**src/rtl/pipeline_stage_memory.sv**
```systemverilog
// pipeline_stage_memory: memory pipeline stage with stalling data-memory access and a timeout.
// Defining SUBWORD_ACCESS_EN enables byte and halfword accesses; without it, every access is a word access.
package pipeline_stage_memory_pkg;
  localparam logic [1:0] MEM_BYTE = 2'd0;
  localparam logic [1:0] MEM_HALF = 2'd1;
  localparam logic [1:0] MEM_WORD = 2'd2;
  localparam logic [4:0] ZERO = 5'd0;
  typedef struct packed {
    logic memReadEnabled;
    logic memWriteEnabled;
    logic [1:0] memWidth;
    logic memSignExtend;
  } mem_signals_t;
  typedef struct packed {
    logic [31:0] data1;
    logic [31:0] data2;
  } reg_data_t;
  typedef struct packed {
    logic bubbled;
    logic [4:0] regWriteId;
    logic regWriteEnabled;
    logic [31:0] regDataWrite;
    logic [31:0] aluResult;
    reg_data_t regData;
    mem_signals_t signals;
  } pipeline_result_execuation_t;
  typedef struct packed {
    logic [4:0] regWriteId;
    logic regWriteEnabled;
    logic [31:0] regDataWrite;
    logic bubbled;
  } pipeline_result_memory_t;
  typedef struct packed {
    logic [4:0] registerId;
    logic dataReady;
    logic [31:0] data;
  } stage_register_data_t;
endpackage

module pipeline_stage_memory
  import pipeline_stage_memory_pkg::*;
#(
  parameter int unsigned TIMEOUT_CYCLES = 255
) (
  input  logic                        clock,
  input  logic                        reset,
  input  pipeline_result_execuation_t pipelineResultExecuation,
  output logic                        memReq,
  output logic                        memWrite,
  output logic [31:0]                 memAddr,
  output logic [31:0]                 memWriteData,
  output logic [3:0]                  memByteEnable,
  input  logic                        memReady,
  input  logic [31:0]                 memReadData,
  output pipeline_result_memory_t     pipelineResultMemory,
  output stage_register_data_t        resultOfInstructionAfterMemory,
  output logic                        stallFromMemory,
  output logic                        memError
);
  typedef enum logic {IDLE, WAIT} state_t;
  state_t state, state_next;
  pipeline_result_execuation_t x;
  logic [15:0] count;
  logic mem_op, timeout, unused;
  logic [31:0] acc_addr, acc_wdata, load_data;
  logic [3:0] acc_be;
  assign x = pipelineResultExecuation;
  assign mem_op = !x.bubbled && (x.signals.memReadEnabled || x.signals.memWriteEnabled);
  assign timeout = count == 16'(TIMEOUT_CYCLES - 1);
`ifdef SUBWORD_ACCESS_EN
  logic [31:0] byte_lane, half_lane;
  assign unused = ^x.regData.data1;
  assign byte_lane = memReadData >> {memAddr[1:0], 3'b000};
  assign half_lane = memReadData >> {memAddr[1], 4'b0000};
  always_comb begin
    acc_addr = x.aluResult;
    acc_be = 4'b1111;
    acc_wdata = x.regData.data2;
    if (x.signals.memWidth == MEM_BYTE) begin
      acc_be = 4'b0001 << x.aluResult[1:0];
      acc_wdata = {4{x.regData.data2[7:0]}};
    end else if (x.signals.memWidth == MEM_HALF) begin
      acc_be = 4'b0011 << {x.aluResult[1], 1'b0};
      acc_wdata = {2{x.regData.data2[15:0]}};
    end else
      acc_addr[1:0] = 2'b00;
  end
  always_comb begin
    load_data = memReadData;
    if (x.signals.memWidth == MEM_BYTE)
      load_data = {{24{x.signals.memSignExtend && byte_lane[7]}}, byte_lane[7:0]};
    else if (x.signals.memWidth == MEM_HALF)
      load_data = {{16{x.signals.memSignExtend && half_lane[15]}}, half_lane[15:0]};
  end
`else
  assign unused = ^{x.regData.data1, x.aluResult[1:0], x.signals.memWidth, x.signals.memSignExtend};
  assign acc_addr = {x.aluResult[31:2], 2'b00};
  assign acc_be = 4'b1111;
  assign acc_wdata = x.regData.data2;
  assign load_data = memReadData;
`endif
  always_comb begin
    state_next = state;
    stallFromMemory = 1'b0;
    if (state == IDLE) begin
      stallFromMemory = mem_op;
      state_next = mem_op ? WAIT : IDLE;
    end else begin
      stallFromMemory = !memReady && !timeout;
      state_next = (memReady || timeout) ? IDLE : WAIT;
    end
  end
  always_ff @(posedge clock or posedge reset) begin
    if (reset) begin
      state <= IDLE;
      memReq <= 1'b0;
      memWrite <= 1'b0;
      memAddr <= '0;
      memWriteData <= '0;
      memByteEnable <= '0;
      count <= '0;
      memError <= 1'b0;
      pipelineResultMemory <= '{bubbled: 1'b1, default: '0};
    end else begin
      state <= state_next;
      if (state == IDLE) begin
        pipelineResultMemory <= '{regWriteId: x.regWriteId, regWriteEnabled: x.regWriteEnabled,
                                  regDataWrite: x.regDataWrite, bubbled: x.bubbled || mem_op};
        if (mem_op) begin
          memReq <= 1'b1;
          memWrite <= x.signals.memWriteEnabled;
          memAddr <= acc_addr;
          memWriteData <= acc_wdata;
          memByteEnable <= acc_be;
          count <= '0;
        end
      end else if (memReady) begin
        memReq <= 1'b0;
        pipelineResultMemory <= '{regWriteId: x.regWriteId, regWriteEnabled: x.regWriteEnabled,
                                  regDataWrite: memWrite ? x.regDataWrite : load_data, bubbled: 1'b0};
      end else if (timeout) begin
        memReq <= 1'b0;
        memError <= 1'b1;
      end else
        count <= count + 16'd1;
    end
  end
  assign resultOfInstructionAfterMemory = pipelineResultMemory.bubbled
    ? stage_register_data_t'{registerId: ZERO, dataReady: 1'b1, data: '0}
    : stage_register_data_t'{registerId: pipelineResultMemory.regWriteEnabled ? pipelineResultMemory.regWriteId : ZERO,
                             dataReady: 1'b1, data: pipelineResultMemory.regDataWrite};
endmodule

```
**config.mk**
```make
export PLATFORM = sky130hd
export DESIGN_NAME = pipeline_stage_memory
export DESIGN_NICKNAME = d
export VERILOG_FILES = /design/src/rtl/pipeline_stage_memory.sv
export SDC_FILE = /design/constraint.sdc
export NUM_CORES = 1
export LEC_CHECK = 0
export ABC_CLOCK_PERIOD_IN_PS = 7000
export CORE_AREA = 2 2 126 128
export CTS_CLUSTER_SIZE = 16
export DETAILED_ROUTE_END_ITERATION = 7
export DIE_AREA = 0 0 128 130
export GPL_ROUTABILITY_DRIVEN = 0
export PLACE_DENSITY_LB_ADDON = 0.1
export RECOVER_POWER = 50
export SLEW_MARGIN = 20
export SYNTH_ARGS = -nofsm -noshare
export SYNTH_HDL_FRONTEND = slang
export SYNTH_SLANG_ARGS = --single-unit
```
**constraint.sdc**
```tcl
create_clock -name clock -period 7 [get_ports clock]
set_input_delay 1.05 -clock clock [delete_from_list [all_inputs] [get_ports clock]]
set_output_delay 1.05 -clock clock [all_outputs]
set_load 0.03 [all_outputs]
```
==> impl_metrics.tcl, run 1 <==
set metrics [dict create \
    cts_setup_buffers 0 \
    placedCellCount 1025 \
    drc 0 \
    cts.sinks 122 \
    netlist-cell-type-count 45 \
    grt_overall_usage_pct 20.2 \
    cell_row_count 46 \
    cts-buffers-inserted 17 \
    grt_pass1_wl_um 26000 \
    post-route-cell-area_mm2 0.00891 \
    crit_path_end_kind "primary output" \
    num_antenna_cells 0 \
    synth.largest_area_cell "dfrtp_1" \
    sequential_element_share_of_the_synthesized_area_pct 56.2 \
    cts.clk_slew.worst_paths_ps 50 \
    finalSetupViolations 0 \
    htree_levels 4 \
    postSynth.asyncResetShare_pct 100 \
    detail_route.vias_per_cell 4.75 \
    synth.area.top_cells "dfrtp_1, nand2_1, mux2i_1" \
    path_delay_family "buffers and inverters" \
    chipWidth_um 128 \
    routed_wire_length_per_instance_um 16.1 \
    cts_max_path_buffers 2 \
    max_slew_margin_pct -95.9 \
    syn_area_mm2 0.00544 \
    max_clock_freq_ghz 0.224 \
    crit_path_start_kind "primary input" \
    timing_hold_violations_final 0 \
    initial_antenna_violation_count 0 \
    required_ps 5950 \
    power.density_mw_per_mm2 306 \
    timing.critical_path.arrival_ps 3420 \
    num-fill-cells 1352 \
    remaining_overflow_grt 0 \
    timing.clock.skew_ps 6.98 \
    clkLatencyLatePin_ps 410 \
    start_util_pct 35.2 \
    firstDrtPassIters 4 \
    outcome "complete, but fails checks" \
    crit_path_max_incr_delay_ps 730 \
    vias 5018 \
    grt_use_met3_pct 8.41 \
    grt_start_max_net_pins 69 \
    crit_chain "dlygate4sd3_1 > nor2b_4 > o41a_1 > nor2_1 > inv_2 > clkdlybuf4s50_1" \
    violations "max-capacitance violations, max-slew violations" \
    drive_gt1_share_pct 5.09 \
    die_height_um 130 \
    ant_nets 0 \
    max-vdd-ir-drop_mv 0.144 \
    cts_hold_buf 0 \
    wirelength_um 17000 \
    timing.critical_path.slowest_stage_cell "clkdlybuf4s50_1" \
    ctsResizeCount 0 \
    min-delay-path-class "flip-flop to flip-flop" \
    grt_pass1_vias 4899 \
    rsz_0062_raised_after_global_routing "false" \
    io_buffer_count 283 \
    max_slew.worst_pin.slew_ps 2940 \
    detail_route.iter0.violations 197 \
    synth.yosys.warnings 0 \
    tritoncts "built" \
    layoutNonFillerInstCount 1056 \
    final-max-slew-violation-count 254 \
    design.die.area_mm2 0.0166 \
    globalRouteMet2Util_pct 33.9 \
    place.detailed.hpwl_um 12300 \
    synthesis.instances 584 \
    finalHoldWorstSlack_ps 465 \
    synthFlopType "dfrtp_1" \
    globalRoute.busiestLayer "met2" \
    grt_use_met1_pct 23.4 \
    fp.coreArea_mm2 0.0154 \
    cts.root.buffer_cell "clkbuf_16" \
    postSynthAreaPerCell_um2 9.31 \
    period_share_pct 63.8 \
    fin_nets 1029 \
    final_period_demand_of_the_worst_path_ps 4470 \
    synth_enable_flop_cells 0 \
    timing.critical_path.fanout_max 14 \
    power.static_leakage_uw 0.00409 \
    criticalPathCategory "primary input to primary output" \
    cap_viol_max_count 4 \
    floorplan.io_pins 324 \
    fin_tns_setup_ps 0 \
    synth_top_cell_area_share_pct 55.7 \
    ys_seq_elements 122 \
    postPlaceCellArea_mm2 0.00838 \
    crit_buf_inv 3 \
    area_growth_syn_to_layout_pct 63.9 \
]
[logic make-up (layout without fill, tap and decap cells)]
family / count (synthesis) / in the layout / synth area share (%)
AO/OA/AOI/OAI: 78 / 78 / 8.58
adder cells (fa/ha/maj): 2 / 2 / 0.460
buffers and inverters: 44 / 323 / 3.61
flip-flops: 122 / 122 / 56.2
multiplexers: 39 / 39 / 7.34
other: 2 / 3 / 0.138
AND/OR/NAND/NOR: 297 / 297 / 23.7
[cell type report]
type | count | area, µm² | share of cell area (%)
inverters | 5 | 20.0 | 0.225
well taps | 192 | 240 | 2.70
clock buffers | 23 | 478 | 5.36
flip-flops and latches | 122 | 3050 | 34.3
repair buffers | 287 | 2850 | 32.0
clock inverters | 8 | 70.1 | 0.786
multi-input cells | 419 | 2200 | 24.7
[state kept, by name, summed over array words and instances, names as in the netlist]
signal                count
memWriteData             32
pipelineResultMemory     39
count                    16
memAddr                  30
memError                  1
memReq                    1
memWrite                  1
state                     1
memByteEnable             1
[stage by stage]
stage	power [µW]	utilization (%)	setup slack (ps)
3_3_place_gp	1930	54.4	2760
3_5_place_dp	1950	54.4	2730
5_1_grt	2870	57.8	2380
6_report	2720	57.8	2530
2_1_floorplan	1470	-	2710
4_1_cts	2770	57.9	2700
[Yosys cell counts, types with 2 or more instances]
master    instances
nand3_1           5
nand2b_1          4
a21oi_1           8
and2_1            5
nor2_1            5
clkbuf_1         28
a21o_1            2
inv_1             4
mux2_2            7
or3_1             3
nor2b_1          34
buf_1             3
a21boi_1          2
nor3_1            3
nand4_1           4
dfrtp_1         121
nand2_1         225
a31oi_1          11
ha_1              2
a41oi_1           2
o21ai_0          40
nor4_1            4
mux2i_1          32
o21ai_1           3
conb_1            2
buf_4             6
[worst paths after layout]
kind / slack [ps] / startpoint / cells after the start / to
min: 460 / memError$_DFFE_PP0P_ / 1 / memError$_DFFE_PP0P_
max: 2530 / memReady / 6 / stallFromMemory
min reg2reg: 460 / memError$_DFFE_PP0P_ / 1 / memError$_DFFE_PP0P_
min in group asynchronous: 1790 / reset / 2 / memAddr[8]$_DFFE_PP0P_
max reg2reg: 3140 / state$_DFF_PP0_ / 5 / count[13]$_DFFE_PP0P_
max in group asynchronous: 3470 / reset / 3 / memByteEnable[0]$_DFFE_PP0P_
[routing by layer]
metal	share of wire, %	wire, µm
met4	1.7	292
met3	9.1	1550
met2	49	8390
met5	0	0
met1	40	6750
[cell usage in the layout, fill, tap and decap left out, types with 2 or more instances in the layout]
cell / count
or3_1: 2
conb_1: 3
clkdlybuf4s50_1: 244
nand4_1: 4
inv_1: 3
clkinvlp_4: 2
clkbuf_16: 17
a21oi_1: 8
and2_1: 5
dlygate4sd3_1: 39
a21boi_1: 2
a21o_1: 2
clkinv_2: 5
nor3_1: 3
mux2_2: 7
clkbuf_1: 6
nor4_1: 4
a41oi_1: 2
nand2b_1: 3
nand3_1: 5
o21ai_1: 3
dfrtp_1: 121
nand2_1: 225
a31oi_1: 11
o21ai_0: 40
mux2i_1: 32
ha_1: 2
nor2b_1: 33
nor2_1: 6
clkbuf_8: 3
[report_power, final]
part	leakage, µW	total [µW]	internal [µW]	switching [µW]
combinational	0.00231	967	411	556
sequential	0.00151	945	839	106
clock	0.000269	812	511	301
total	0.00409	2720	1760	963
No activity file was read; power rests on OpenSTA's default activity.
==> inputs of run 2 (changes only) <==
Settings changed: ABC_CLOCK_PERIOD_IN_PS 7000 to 4100, CORE_AREA 2 2 126 128 to default, CORE_UTILIZATION from default to 34, DIE_AREA 0 0 128 130 to default.
Clock period 7 ns to 4.1 ns, I/O delays scaled along.
==> impl_metrics.tcl, run 2 (same netlist as run 1, synthesis figures left out) <==
set metrics [dict create \
    post-route-cell-area_mm2 0.00906 \
    cts.root.buffer_cell "clkbuf_16" \
    min-delay-path-class "flip-flop to flip-flop" \
    final_period_demand_of_the_worst_path_ps 3850 \
    grt_start_max_net_pins 67 \
    placedCellCount 1046 \
    largest_reg_flops 39 \
    timing.critical_path.fanout_max 14 \
    required_ps 3480 \
    final-max-slew-violation-count 112 \
    ant_nets 0 \
    chipWidth_um 128 \
    outcome "complete, but fails checks" \
    finalHoldWorstSlack_ps 457 \
    floorplan.io_pins 324 \
    remaining_overflow_grt 0 \
    max_slew_margin_pct -60.8 \
    place.detailed.hpwl_um 12100 \
    cts-buffers-inserted 17 \
    vias 4979 \
    detail_route.iter0.violations 181 \
    timing.clock.skew_ps 8.16 \
    max_slew.worst_pin.slew_ps 2410 \
    rsz_0062_raised_after_global_routing "false" \
    io_buffer_count 283 \
    grt_pass1_wl_um 25600 \
    cts.sinks 122 \
    fin_tns_setup_ps 0 \
    period_share_pct 93.9 \
    tritoncts "built" \
    timing_hold_violations_final 0 \
    drc 0 \
    crit_chain "inv_1 > ha_1 > or4b_1 > o41a_1 > nor2_2 > inv_2 > clkdlybuf4s50_1" \
    ctsResizeCount 0 \
    fp.coreArea_mm2 0.0154 \
    min-delay-start "memError$_DFFE_PP0P_" \
    postPlaceCellArea_mm2 0.00844 \
    largest-register "pipelineResultMemory" \
    max-vdd-ir-drop_mv 0.284 \
    htree_levels 4 \
    grt_pass1_vias 4972 \
    start_util_pct 35.2 \
    layout.cells.most_common "clkdlybuf4s50_1" \
    mostFrequentLayoutCells "clkdlybuf4s50_1, nand2_1, dfrtp_1, o21ai_0, nor2b_1" \
    die_height_um 128 \
    layoutNonFillerInstCount 1076 \
    power.static_leakage_uw 0.00412 \
    detail_route.vias_per_cell 4.63 \
    crit_path_start_kind "flip-flop" \
    cts_max_path_buffers 2 \
    area_growth_syn_to_layout_pct 66.7 \
    timing.rr.start "count[0]$_DFFE_PP0P_" \
    fin_nets 1031 \
    cts_hold_buf 0 \
    cell_row_count 45 \
    crit_path_max_incr_delay_ps 650 \
    firstDrtPassIters 5 \
    routed_wire_length_per_instance_um 15.4 \
    timing.critical_path.slowest_stage_cell "o41a_1" \
    grt_overall_usage_pct 20.2 \
    finalSetupViolations 0 \
    cts_setup_buffers 0 \
    top_registers "pipelineResultMemory (39), memWriteData (32), memAddr (30)" \
    cts.clk_slew.worst_paths_ps 50 \
    path_delay_family "buffers and inverters" \
    timing.critical_path.arrival_ps 3230 \
    max_clock_freq_ghz 0.260 \
    num_antenna_cells 0 \
    clkLatencyLatePin_ps 410 \
    crit_path_end_kind "primary output" \
    criticalPathCategory "flip-flop to primary output" \
    power.density_mw_per_mm2 538 \
    cap_viol_max_count 2 \
    crit_buf_inv 3 \
    wirelength_um 16500 \
    drive_gt1_share_pct 5.55 \
    violations "max-capacitance violations, max-slew violations" \
    design.die.area_mm2 0.0165 \
    initial_antenna_violation_count 0 \
    crit_path_start "count[0]$_DFFE_PP0P_" \
]
==> run 2: cell count changes in the layout (fill, tap and decap cells not counted), moves of 2 or more <==
cell / before / now
buf_4: 1 / 5
dlygate4sd3_1: 39 / 3
clkbuf_1: 6 / 1
clkinv_2: 5 / 2
bufinv_16: 1 / 4
clkdlybuf4s50_1: 244 / 280
clkbuf_8: 3 / 5
==> run 2: layout make-up <==
type	count	area, µm²
Multi-Input combinational cell	419	2200
Timing Repair Buffer	289	2890
Tap cell	211	264
Clock inverter	7	138
Clock buffer	23	498
Fill cell	1350	6360
Sequential cell	122	3050
Inverter	5	18.8
==> run 2: path summary, 6_finish.rpt <==
check	end	depth (start not counted)	slack, ps
worst max-delay path	stallFromMemory	7	250
worst min-delay path	memError$_DFFE_PP0P_	1	460
worst max register to register	count[12]$_DFFE_PP0P_	7	1600
worst min register to register	memError$_DFFE_PP0P_	1	460
max in group asynchronous	memWriteData[27]$_DFFE_PP0P_	2	1210
min in group asynchronous	memWriteData[16]$_DFFE_PP0P_	2	1490
==> run 2: worst register-to-register path: cells and delay by family, from the launching register on <==
kind / cells / cell delay (ps)
compound gates: 2 / 880
simple gates: 2 / 730
flops: 1 / 440
buf+inv: 2 / 240
fa+ha+maj: 1 / 130
==> run 2: power by group <==
group	leakage, µW	internal (µW)	switching [µW]
Sequential	0.00151	1430	173
Combinational	0.00230	726	961
Clock	0.000311	1090	499
==> run 2: metrics by stage <==
| step | setup WS, ps | total power [µW] | utilization (%) |
|---|---|---|---|
| after CTS | 280 | 4940 | 58.8 |
| after floorplan | 244 | 2520 | - |
| final | 250 | 4880 | 58.8 |
| after detailed placement | 694 | 3330 | 54.7 |
| after global placement | 728 | 3300 | 54.7 |
| after global routing | 136 | 5120 | 58.8 |
==> run 2: per-layer routing <==
metal | up-vias | global-route usage, % | part of all wire [%]
li1 | 2442 | - | -
met1 | 2282 | 22.1 | 38
met2 | 238 | 34.8 | 50
met3 | 17 | 8.57 | 11
met4 | 0 | 7.96 | 1.3
met5 | - | 0 | 0
==> inputs of run 3 (changes only) <==
Settings changed: HOLD_SLACK_MARGIN from default to 0.12.
==> results of run 3 <==
No change in the layout: final DEF, timing and power equal those of run 2.
==> patch 1: new RTL, settings of run 3 <==
Reset style: synchronous (`reset`), changed in one clocked block.
--- a/src/rtl/pipeline_stage_memory.sv
+++ b/src/rtl/pipeline_stage_memory.sv
@@ -111,5 +111,5 @@
     end
   end
-  always_ff @(posedge clock or posedge reset) begin
+  always_ff @(posedge clock) begin
     if (reset) begin
       state <= IDLE;
Function: differs if reset is asserted again (counterexample within 4 cycles, from zero or initial values and one cycle with reset high); with reset held inactive, the same outputs for 4 cycles.
==> patch 1 against run 3 <==
  * The run still ends with capacitance limit, slew limit left
  * First-iteration DRC count shrank 6.1%
  * Sequential cell count is the same
  * Routed wire length is 1.4% higher
  * Design area fell by 3.6%
  * Area after synthesis is 4.3% lower
  * Setup slack better by 410 ps
  * Utilization increased by 0.46 points
Power is not compared: it rests on default switching activity, and its combinational part moved more than twofold at a synthesized area within 25%.
==> patch 1: results (changes against run 3) <==
[synth]
yosysSeqAreaShare = 0.469  ; -0.0926
synth_area_leaders = dfxtp_1 (47%), nand2_1 (11%), a21oi_1 (7.3%)
synthTopCellsByCount = nand2_1 (147), dfxtp_1 (122), a21oi_1 (76)
yosysUniqueCellTypes = 42  ; -6.7%
ys.flop_type = dfxtp_1
async_reset_ff_frac = 0  ; -1.00

[layout]
top_regs = pipelineResultMemory: 39 flops, memWriteData: 32 flops, memAddr: 30 flops
drive_gt1_frac = 0.0644  ; +0.00895
nets = 1064  ; +3.2%

[drt]
drt-pass1-iter-count = 4  ; -1
drt-initial-drc-count = 170  ; -6.1%
wl_per_cell_um = 15.5  ; +0.69%
vias = 5240  ; +5.2%

[critical_path]
path_max_fanout = 13  ; -1
worst_path_max_delay_cell = clkdlybuf4s50_1
crit_arrival_ps = 2830  ; -400 ps
reg2reg_slack_ps = 1430  ; -170 ps
max_stage_delay_ps = 620  ; -30 ps
critPathTopFamily = buffers and inverters

[clock_network]
insertion_delay_ps = 410  ; about the same
max-clock-path-buffers = 2  ; unchanged

[global_route]
grt_first_pass_wirelength_mm = 26.4  ; +3.1%
grt_usage = 0.213  ; +0.0110
antenna_found_initial = 0  ; unchanged
grt_pass1_vias = 5012  ; +0.80%

[status]
status = finished, violations left
violations = capacitance limit, slew limit

[placement]
dpl_cell_area_um2 = 8100  ; -4.0%
dpl.hpwl_mm = 12.0  ; -1.2%

[timing]
maxSlewViolCount = 55  ; -51%
tightest_slew_ps = 1720  ; -688 ps
skew_ps = 8.02  ; -0.138 ps

[job]
maxCapViolCount = 1  ; -1

==> patch 1: changes by cell type after synthesis, moves of 12 or more <==
cell / delta
o21ai_0: -39
dfxtp_1: +122
dfrtp_1: -121
a211oi_1: +33
nor2_1: +43
buf_2: +12
a21oi_1: +68
nand2_1: -78
==> patch 1: path summary, 6_finish.rpt <==
check | from | to | depth (start not counted)
min | memAddr[23] | memAddr[23] | 2
min reg2reg | memAddr[23] | memAddr[23] | 2
max reg2reg | state | pipelineResultMemory[15] | 3
max | count[1] | stallFromMemory | 6
==> patch 1: worst min-delay path: cells and delay by family, from the launching register on <==
family             cells  cell delay [ps]
AOI/OAI and AO/OA      1               50
DFF                    1              300
and+or+nand+nor        1               50
==> patch 1: power groups by stage <==
stage               Combinational [mW]  Clock (mW)  Sequential [mW]
floorplan                        0.223           0             1.46
CTS                              0.698        1.67             1.31
finish                           0.667        1.63             1.30
global route                     0.714        1.73             1.31
detailed placement               0.694           0             1.33
global placement                 0.689           0             1.33
==> patch 1: cell families (layout without fill, tap and decap cells) <==
logic type,Yosys count,after routing,synth area share
AND/OR/NAND/NOR,276,276,0.244
multiplexers,33,33,0.0635
adder cells (fa/ha/maj),2,2,0.00481
XOR/XNOR,1,1,0.00168
buffers and inverters,57,326,0.0514
flip-flops,122,122,0.469
other,2,3,0.00144
AO/OA/AOI/OAI,137,137,0.164
==> patch 1: cell type report <==
type	instances	area, um^2
flip-flops and latches	122	2440
clock buffers	20	457
multi-input cells	452	2510
clock inverters	12	195
inverters	4	15.0
well taps	184	230
fillers	1312	6020
repair buffers	290	2890
==> patch 1: per-layer routing <==
layer	vias up	track usage	part of all wire
li1	2653	-	-
met2	217	0.365	0.48
met4	0	0.0858	0.019
met3	17	0.0896	0.097
met5	-	0	0
met1	2353	0.234	0.40
==> patch 1: per-stage QoR <==
step | instances | hold slack, ps | worst slack [ps] | utilization
floorplan | 631 | 457 | 2170 | -
global placement | 1052 | 441 | 941 | 0.549
detailed placement | 1052 | 446 | 920 | 0.549
CTS | 1084 | 454 | 640 | 0.593
global route | 1084 | 465 | 466 | 0.592
finish | 1084 | 449 | 659 | 0.592
==> patch 2: new RTL, flow settings as in run 3 <==
Without the edit above. The option `SUBWORD_ACCESS_EN` is turned on by a define.
--- a/src/rtl/pipeline_stage_memory.sv
+++ b/src/rtl/pipeline_stage_memory.sv
@@ -1,4 +1,6 @@
 // pipeline_stage_memory: memory pipeline stage with stalling data-memory access and a timeout.
 // Defining SUBWORD_ACCESS_EN enables byte and halfword accesses; without it, every access is a word access.
+`define SUBWORD_ACCESS_EN
+
 package pipeline_stage_memory_pkg;
   localparam logic [1:0] MEM_BYTE = 2'd0;
Function: changed (Yosys sat finds a counterexample within 4 cycles, from zero or initial values and one cycle with reset high).
==> patch 2 against run 3 <==
  * The flow finishes with violations (DRC, capacitance limit, slew limit)
  * Die area is 16% higher
  * Design area is 11% higher
  * Sequential cell count is 5 higher
  * Global-route usage is 2.5 points higher
  * Sequential power is 4% higher
  * Count of clock-buffer cells in the layout is 4 lower
  * Routed wire length is 26% higher
  * Setup slack better by 450 ps
  * Total power is 6.4% higher
  * Area after synthesis is 16% higher
  * Via count is 23% higher
==> patch 2: results (changes against run 3) <==
[global_route]
grt_first_pass_wirelength_mm = 34.1  ; +33%
grt_pass1_vias = 6117  ; +23%
antenna_found_initial = 1  ; +1
grt_usage = 0.228  ; +0.0253
grt_start_max_net_pins = 103  ; +54%

[power_and_ir_drop]
p_seq_frac = 0.322  ; -0.007
vdd_drop_max_mv = 0.312  ; +10%
p_sw_frac = 0.361  ; +0.0260
p_leak_nw = 4.36  ; +5.9%
combPwrFrac = 0.366  ; +0.020

[synth]
ys.flop_type = dfrtp_1
synth_area_leaders = dfrtp_1 (50%), nand2_1 (12%), mux2i_1 (4.9%)
synth.area.mux_share = 0.0740  ; +0.000539
syn_avg_cell_area_um2 = 8.80  ; -5.5%
yosysWarnings = 0  ; unchanged
yosysUniqueCellTypes = 42  ; -6.7%
yosysSeqAreaShare = 0.502  ; -0.0593
synth_fa_ha_area_frac = 0.00395  ; -0.000648
synthTopCellsByCount = nand2_1 (203), dfrtp_1 (126), a21oi_1 (55)
synth-compound-area-share = 0.160  ; +0.0743

[drt]
drt-initial-drc-count = 397  ; +120%
routed_wl_mm = 20.9  ; +26%
drc = 92  ; +92
met1Wirelength_mm = 9.03  ; +44%
met2WireLength_mm = 9.52  ; +15%
routed_via_density = 5.00  ; +8.0%
met3_length_mm = 1.95  ; +7.8%
top_layer = met4
drt-pass1-iter-count = 7  ; +2

[critical_path]
rr_startpoint = state
critPathTopFamily = simple AND/OR/NAND/NOR gates
max_stage_delay_ps = 650  ; about the same
worst_path_max_delay_cell = clkdlybuf4s50_1
reg2reg_depth = 6  ; -1
path_max_fanout = 14  ; unchanged
reg2reg_slack_ps = 1150  ; -450 ps
timing.rr.end = pipelineResultMemory[10]
crit_arrival_ps = 2780  ; -450 ps

[clock_network]
insertion_delay_ps = 420
cts_inserted_buffers = 17  ; unchanged
ctsRootBufferMaster = clkbuf_16
cts.clk_slew.worst_paths_ps = 60

[timing]
tightest_slew_ps = 2130  ; -280 ps
maxSlewViolCount = 137  ; +22%
hold_ws_ps = 464  ; +7.47 ps
skew_ps = 7.60  ; -0.560 ps

[status]
violations = DRC, capacitance limit, slew limit
status = finished, violations left

[layout]
final.fill_count = 1694  ; +25%
top_regs = pipelineResultMemory: 39 flops, memAddr: 32 flops, memWriteData: 32 flops
final_cells = 1230  ; +14%
drive_gt1_frac = 0.0550  ; -0.000491

[job]
maxCapViolCount = 2  ; unchanged

[placement]
dpl.hpwl_mm = 14.6  ; +20%
place_ws_ps = 1090  ; +399 ps
io_buffer_count = 290  ; +2.5%

[hold_path]
hold_path_depth = 2  ; +1
min-delay-path-class = reg -> reg
hp-start = memAddr[24]
min_to = memAddr[24]

==> patch 2: cell count changes in the layout (fill, tap and decap cells not counted), sizes merged, moves of 7 or more <==
| cell | delta |
|---|---|
| o22ai | +38 |
| o31ai | +9 |
| mux4 | +7 |
| nand2 | -22 |
| inv | +15 |
| dlygate4sd3 | +60 |
| a22oi | +7 |
| a21oi | +47 |
| mux2 | -7 |
| clkdlybuf4s50 | -54 |
| a31oi | -9 |
| nor2 | +14 |
==> patch 2: through the flow <==
stage                     instance area (um^2)  power, mW
after floorplan                           6330       2.75
after global placement                    9420       3.65
after detailed placement                  9420       3.66
after CTS                                10000       5.31
after global routing                     10000       5.46
final                                    10000       5.19
==> patch 2: worst register-to-register path, delay by kind of cell, from the launching register on <==
kind	cells	cell delay, ps
compound gates	2	280
buf+inv	2	1840
flops	1	450
simple gates	2	220
==> patch 2: area by class of cell <==
class	instances	area [um^2]	share of cell area
Clock inverter	13	185	0.0185
Multi-Input combinational cell	520	2880	0.287
Sequential cell	127	3180	0.317
Antenna cell	1	2.50	0.000249
Clock buffer	19	443	0.0442
Tap cell	229	287	0.0286
Inverter	19	75.1	0.00748
Timing Repair Buffer	302	2980	0.297
==> patch 2: routing by layer <==
metal	vias up	global-route usage
met5	-	0
met4	0	0.0804
met2	242	0.352
li1	3020	-
met1	2859	0.295
met3	25	0.0807
==> patch 2: worst max path at each step <==
stage | slack, ps | cells past startpoint | end | start
final | 700 | 6 | stallFromMemory | count[0]
after detailed placement | 1090 | 4 | stallFromMemory | memReady
after global routing | 420 | 6 | stallFromMemory | count[0]
after floorplan | 100 | 1 | count[0] | reset
after global placement | 1120 | 4 | stallFromMemory | memReady
after CTS | 660 | 6 | stallFromMemory | count[0]
